[src/rtl/mem_bus_arbiter.sv]
// mem_bus_arbiter: single-master controller for the shared memory port.
// Arbitrates fetch/sst/vld/vst and sequences single and burst transfers.
module mem_bus_arbiter #(
    parameter int BURST_LEN = 16,
    parameter int DATA_W    = 16,
    parameter int ADDR_W    = 16
) (
    input  logic                        Clk,
    input  logic                        Reset_n,
    input  logic                        fetch_req,
    input  logic [ADDR_W-1:0]           fetch_addr,
    output logic [DATA_W-1:0]           fetch_data,
    output logic                        fetch_done,
    input  logic                        sst_req,
    input  logic [ADDR_W-1:0]           sst_addr,
    input  logic [DATA_W-1:0]           sst_data,
    output logic                        sst_done,
    input  logic                        vld_req,
    input  logic [ADDR_W-1:0]           vld_addr,
    output logic [BURST_LEN*DATA_W-1:0] vld_data,
    output logic                        vld_done,
    input  logic                        vst_req,
    input  logic [ADDR_W-1:0]           vst_addr,
    input  logic [BURST_LEN*DATA_W-1:0] vst_data,
    output logic                        vst_done,
    output logic [ADDR_W-1:0]           Addr,
    output logic                        RD,
    output logic                        WR,
    output logic [DATA_W-1:0]           DataOut,
    input  logic [DATA_W-1:0]           DataIn,
    output logic                        busy,
    output logic [1:0]                  owner
);
    localparam int VW = BURST_LEN * DATA_W;
    localparam int CW = (BURST_LEN > 1) ? $clog2(BURST_LEN) : 1;
    localparam logic [CW-1:0] LAST_B = CW'(BURST_LEN - 1);
    localparam logic [1:0] OWN_FETCH = 2'd0;
    localparam logic [1:0] OWN_SST   = 2'd1;
    localparam logic [1:0] OWN_VLD   = 2'd2;
    localparam logic [1:0] OWN_VST   = 2'd3;

    typedef enum logic [2:0] {IDLE, RD_ISSUE, RD_LAST, WR_ISSUE, DONE} state_e;

    state_e              state_q, state_d;
    logic [CW-1:0]       beat_q, beat_d, cap_q, cap_d, last_q, last_d;
    logic [CW-1:0]       beat_nx;
    logic [ADDR_W-1:0]   base_q, base_d, addr_q, addr_d;
    logic [1:0]          owner_q, owner_d;
    logic                rd_q, rd_d, wr_q, wr_d, rd_prev_q, rd_prev_d;
    logic [DATA_W-1:0]   dout_q, dout_d, fdata_q, fdata_d, vst_word;
    logic [VW-1:0]       vdata_q, vdata_d;
    logic                fdone_q, fdone_d, sdone_q, sdone_d;
    logic                vldone_q, vldone_d, vsdone_q, vsdone_d;
    logic                busy_q, busy_d;

    assign beat_nx = beat_q + CW'(1);

    always_comb begin
        vst_word = '0;
        for (int k = 0; k < BURST_LEN; k++) begin
            if (beat_nx == CW'(k)) vst_word = vst_data[k*DATA_W +: DATA_W];
        end
    end

    always_comb begin
        state_d   = state_q;
        beat_d    = beat_q;
        cap_d     = cap_q;
        last_d    = last_q;
        base_d    = base_q;
        addr_d    = addr_q;
        owner_d   = owner_q;
        rd_d      = 1'b0;
        wr_d      = 1'b0;
        rd_prev_d = rd_q;
        dout_d    = dout_q;
        fdata_d   = fdata_q;
        vdata_d   = vdata_q;
        fdone_d   = 1'b0;
        sdone_d   = 1'b0;
        vldone_d  = 1'b0;
        vsdone_d  = 1'b0;

        // Read data lands one cycle behind its RD strobe.
        if (rd_prev_q) begin
            if (owner_q[1]) begin
                for (int k = 0; k < BURST_LEN; k++) begin
                    if (cap_q == CW'(k)) vdata_d[k*DATA_W +: DATA_W] = DataIn;
                end
            end else begin
                fdata_d = DataIn;
            end
            cap_d = cap_q + CW'(1);
        end

        unique case (state_q)
            IDLE: begin
                if (sst_req || vst_req || vld_req || fetch_req) begin
                    if (sst_req) begin
                        owner_d = OWN_SST;
                        addr_d  = sst_addr;
                    end else if (vst_req) begin
                        owner_d = OWN_VST;
                        addr_d  = vst_addr;
                    end else if (vld_req) begin
                        owner_d = OWN_VLD;
                        addr_d  = vld_addr;
                    end else begin
                        owner_d = OWN_FETCH;
                        addr_d  = fetch_addr;
                    end
                    base_d = addr_d;
                    beat_d = '0;
                    cap_d  = '0;
                    last_d = owner_d[1] ? LAST_B : '0;
                    // Odd owner codes are the writers.
                    if (owner_d[0]) begin
                        state_d = WR_ISSUE;
                        wr_d    = 1'b1;
                        dout_d  = owner_d[1] ? vst_data[DATA_W-1:0] : sst_data;
                    end else begin
                        state_d = RD_ISSUE;
                        rd_d    = 1'b1;
                    end
                end
            end
            RD_ISSUE: begin
                if (beat_q == last_q) begin
                    state_d = RD_LAST;
                end else begin
                    beat_d = beat_nx;
                    addr_d = base_q + ADDR_W'(beat_nx);
                    rd_d   = 1'b1;
                end
            end
            RD_LAST: begin
                state_d = DONE;
                if (owner_q[1]) vldone_d = 1'b1;
                else            fdone_d  = 1'b1;
            end
            WR_ISSUE: begin
                if (beat_q == last_q) begin
                    state_d = DONE;
                    if (owner_q[1]) vsdone_d = 1'b1;
                    else            sdone_d  = 1'b1;
                end else begin
                    beat_d = beat_nx;
                    addr_d = base_q + ADDR_W'(beat_nx);
                    dout_d = vst_word;
                    wr_d   = 1'b1;
                end
            end
            DONE: begin
                state_d = IDLE;
            end
            default: begin
                state_d = IDLE;
            end
        endcase

        busy_d = (state_d != IDLE);
    end

    always_ff @(posedge Clk or negedge Reset_n) begin
        if (!Reset_n) begin
            state_q   <= IDLE;
            beat_q    <= '0;
            cap_q     <= '0;
            last_q    <= '0;
            base_q    <= '0;
            addr_q    <= '0;
            owner_q   <= '0;
            rd_q      <= 1'b0;
            wr_q      <= 1'b0;
            rd_prev_q <= 1'b0;
            dout_q    <= '0;
            fdata_q   <= '0;
            vdata_q   <= '0;
            fdone_q   <= 1'b0;
            sdone_q   <= 1'b0;
            vldone_q  <= 1'b0;
            vsdone_q  <= 1'b0;
            busy_q    <= 1'b0;
        end else begin
            state_q   <= state_d;
            beat_q    <= beat_d;
            cap_q     <= cap_d;
            last_q    <= last_d;
            base_q    <= base_d;
            addr_q    <= addr_d;
            owner_q   <= owner_d;
            rd_q      <= rd_d;
            wr_q      <= wr_d;
            rd_prev_q <= rd_prev_d;
            dout_q    <= dout_d;
            fdata_q   <= fdata_d;
            vdata_q   <= vdata_d;
            fdone_q   <= fdone_d;
            sdone_q   <= sdone_d;
            vldone_q  <= vldone_d;
            vsdone_q  <= vsdone_d;
            busy_q    <= busy_d;
        end
    end

    assign Addr       = addr_q;
    assign RD         = rd_q;
    assign WR         = wr_q;
    assign DataOut    = dout_q;
    assign fetch_data = fdata_q;
    assign vld_data   = vdata_q;
    assign fetch_done = fdone_q;
    assign sst_done   = sdone_q;
    assign vld_done   = vldone_q;
    assign vst_done   = vsdone_q;
    assign busy       = busy_q;
    assign owner      = owner_q;

endmodule

[config.mk]
export PLATFORM = sky130hd
export DESIGN_NAME = mem_bus_arbiter
export DESIGN_NICKNAME = d
export VERILOG_FILES = /design/src/rtl/mem_bus_arbiter.sv
export SDC_FILE = /design/constraint.sdc
export NUM_CORES = 1
export LEC_CHECK = 0
export CORE_AREA = 2 2 260 262
export CTS_BUF_LIST = sky130_fd_sc_hd__clkbuf_16
export DETAILED_ROUTE_END_ITERATION = 16
export DIE_AREA = 0 0 262 264
export PLACE_DENSITY = 0.5
export SYNTH_ARGS = -nofsm -noshare
export SYNTH_HDL_FRONTEND = slang
export SYNTH_SLANG_ARGS = --single-unit
[constraint.sdc]
create_clock -name Clk -period 3.7 [get_ports Clk]
set_input_delay 0.925 -clock Clk [delete_from_list [all_inputs] [get_ports Clk]]
set_output_delay 0.925 -clock Clk [all_outputs]
set_load 0.03 [all_outputs]
==> metrics <==
area growth from synthesis to layout=52.1%; Fin. Hold Viols=0; Final period util=83.5%; Main synth FF type=dfrtp_1; Root Buffer=clkbuf_16; cell count of the worst reg-to-reg path=8; core area=0.0666 sq mm; Slew @ Worst Pin=1.12 ns; # fillers=6537; Yosys cell types=87; power share of the clock group=22.7%; IO Port Bufs=670; Setup TNS Final=0 ns; CP endpoint kind=flop; VDD IR max=0.338 mV; skew final=0.0251 ns; post-CTS setup buffer count=0; # H-tree levels=2; CP Data Arrival Time=3.53 ns; Reg clk slew, reported paths=0.06 ns; DRT iter0 DRCs=1068; Cell Pwr Density=636 mW/mm^2; CP required=4.14 ns; vias in the first global route=16800; DP HPWL=66200 um; DRT antenna net count=0; Slew HR=25.6%; CTS sink cnt=341; # DRC=0; cell taking the most area after synthesis=dfrtp_1; GRT Overall Usage=24.3%; Max Cap Violations=0; startpoint types=flop; Syn Nets=1949; layout cells sized above 1=19.4%; status=finished, final reports clean; aggregate global routing overflow=0; setup violators final=0; DR pass1 iterations=6; Die H=264 um; asr flop ratio synth=100%; P_leak=11.3 nW; flops & latches, synth=341; Power Total=16.9 mW; Nets=2592; hold crit path type=input port to async pin; Syn Area/Cell=11.1 sq um; Via density=5.18; CTS Buf Count=41; EDFF count, synth=0; PostCTS Resize Cnt=0; logic gate share of total power=47.3%; via count=16200; Syn. warnings=0; Seq/Total Area, Yosys=48.9%; full die area=0.0692 sq mm; Starting Density=26.2%; cell area after synthesis=0.0174 sq mm; synth top area cells=dfrtp_1, mux2_2, nand2_1; row count=95; hold buffer count at cts=0; internal power=9.89 mW; CP max FO=15; worst-skew pair later-pin latency=0.56 ns; # IOs=671; initial antenna violation count=20; Tmin final=3.09 ns; Reg power frac=30.0%; drt wl/cell=27.7 um; Synth top area share=48.9%; RSZ-0062 raised after global routing=false; Psw=6.98 mW; DRT Wirelength=86800 um; Max Buffers Root-to-Sink=3; count of pins over their slew limit=0; Die Wd=262 um; upper clock frequency limit=324 MHz; WS Path Type=flop to flop; Final GP Congestion=0.972; Switching Share=41.4%; first-pass GRT wire length=122000 um; largest net degree at the start of global routing=72; Post-Synthesis Cells=1577; CTS tree=done
per-layer routing:
metal / up-vias / global-route usage, % / part of all wire, %
met4: 8 / 9.64 / 4.0
met5: - / 0 / 0.056
li1: 7136 / - / -
met1: 8241 / 28.7 / 38
met2: 695 / 42.2 / 50
met3: 148 / 5.73 / 7.7
metrics by stage:
step / util (%) / instance area (sq um) / cells / worst slack, ns / hold slack [ns]
floorplan: - / 17400 / 1577 / 0.760 / 0.450
global route: 39.9 / 26500 / 3132 / 0.474 / 0.330
CTS: 39.8 / 26500 / 3120 / 0.638 / 0.306
global placement: 37.9 / 25300 / 3050 / 0.465 / 0.452
detailed placement: 37.9 / 25300 / 3050 / 0.469 / 0.452
finish: 39.9 / 26500 / 3134 / 0.611 / 0.317
kinds of logic after synthesis:
logic type | count (synthesis) | share of synthesized area, %
adder cells (fa/ha/maj) | 14 | 1.05
multiplexers | 308 | 19.6
AND/OR/NAND/NOR | 338 | 9.15
buffers and inverters | 145 | 3.56
AO/OA/AOI/OAI | 414 | 16.8
flip-flops | 341 | 48.9
XOR/XNOR | 17 | 0.853
final cells by class:
| class | instances | area [sq um] | area share, % |
|---|---|---|---|
| diodes | 14 | 35.0 | 0.132 |
| clock buffers | 41 | 1030 | 3.87 |
| clock inverters | 29 | 228 | 0.858 |
| inverters | 20 | 75.1 | 0.283 |
| multi-input cells | 1091 | 8360 | 31.5 |
| flip-flops and latches | 341 | 8530 | 32.2 |
| well taps | 873 | 1090 | 4.12 |
| repair buffers | 725 | 7190 | 27.1 |
worst max-delay path, cell delays in order (launching register included):
cell,delay (ns)
dfrtp_1,0.56
ha_1,0.48
inv_1,0.30
a211oi_2,0.37
nor2_1,0.09
buf_4,0.23
a31oi_1,0.46
o32ai_1,0.19
a211oi_1,0.28
cells in the mapped netlist (all sizes together) (3+ instances only):
library cell	number
nand4	6
ha	13
inv	19
nand3b	8
a22oi	18
a21o	17
o21ai	68
xnor2	6
nor4	3
o21a	7
o211ai	29
nand2	144
a211oi	18
o32ai	11
dfrtp	341
a21oi	79
a32oi	3
and3	7
clkbuf	80
nand2b	13
buf	45
o221ai	12
o22ai	38
a221o	13
and2	8
a31oi	26
nand3	25
nor2	74
or3	6
or2	7
o31ai	11
a221oi	16
mux2	273
and3b	3
a32o	6
o41ai	5
xor2	11
mux2i	35
nor3	18
or4	3
o211a	6
a22o	9
nor2b	5
cells in the final DEF, fill, tap and decap left out, drive strengths merged, types with 8 or more instances in the layout:
master,count
a22o,9
inv,26
clkinv,20
a221o,13
o32ai,11
nand2,144
xor2,11
a31oi,26
o21ai,68
o211ai,29
nor2,74
nor3,18
a211oi,18
buf,56
dfrtp,341
a21oi,79
mux2i,35
o31ai,11
o221ai,12
o22ai,38
mux2,273
clkdlybuf4s50,669
clkbuf,41
and2,8
a21o,17
nand3b,8
ha,13
a221oi,16
nand2b,13
diode,14
a22oi,18
nand3,25
power groups by stage:
stage | clock network, mW | logic (mW) | registers [mW]
global route | 4.11 | 8.45 | 5.17
finish | 3.83 | 7.98 | 5.05
floorplan | 0 | 3.41 | 6.21
detailed placement | 0 | 7.97 | 5.13
global placement | 0 | 7.92 | 5.10
CTS | 3.96 | 8.00 | 5.07
final timing paths:
kind                                 from            end  slack [ns]
worst max-delay path            beat_q[1]     DataOut[6]        0.61
worst min-delay path              Reset_n  vld_data[208]        0.32
worst max register to register  beat_q[1]     DataOut[6]        0.61
worst min register to register         RD      rd_prev_q        0.45
max in group asynchronous         Reset_n  vld_data[132]        2.56
min in group Clk                       RD      rd_prev_q        0.45
sequential cells by signal (all words and copies together) (netlist names), 3 cells and up:
| signal | flops |
|---|---|
| fetch_data | 16 |
| beat_q | 4 |
| state_q | 3 |
| base_q | 16 |
| Addr | 16 |
| cap_q | 4 |
| DataOut | 16 |
| vld_data | 256 |
No activity file was read; power rests on OpenSTA's default activity.
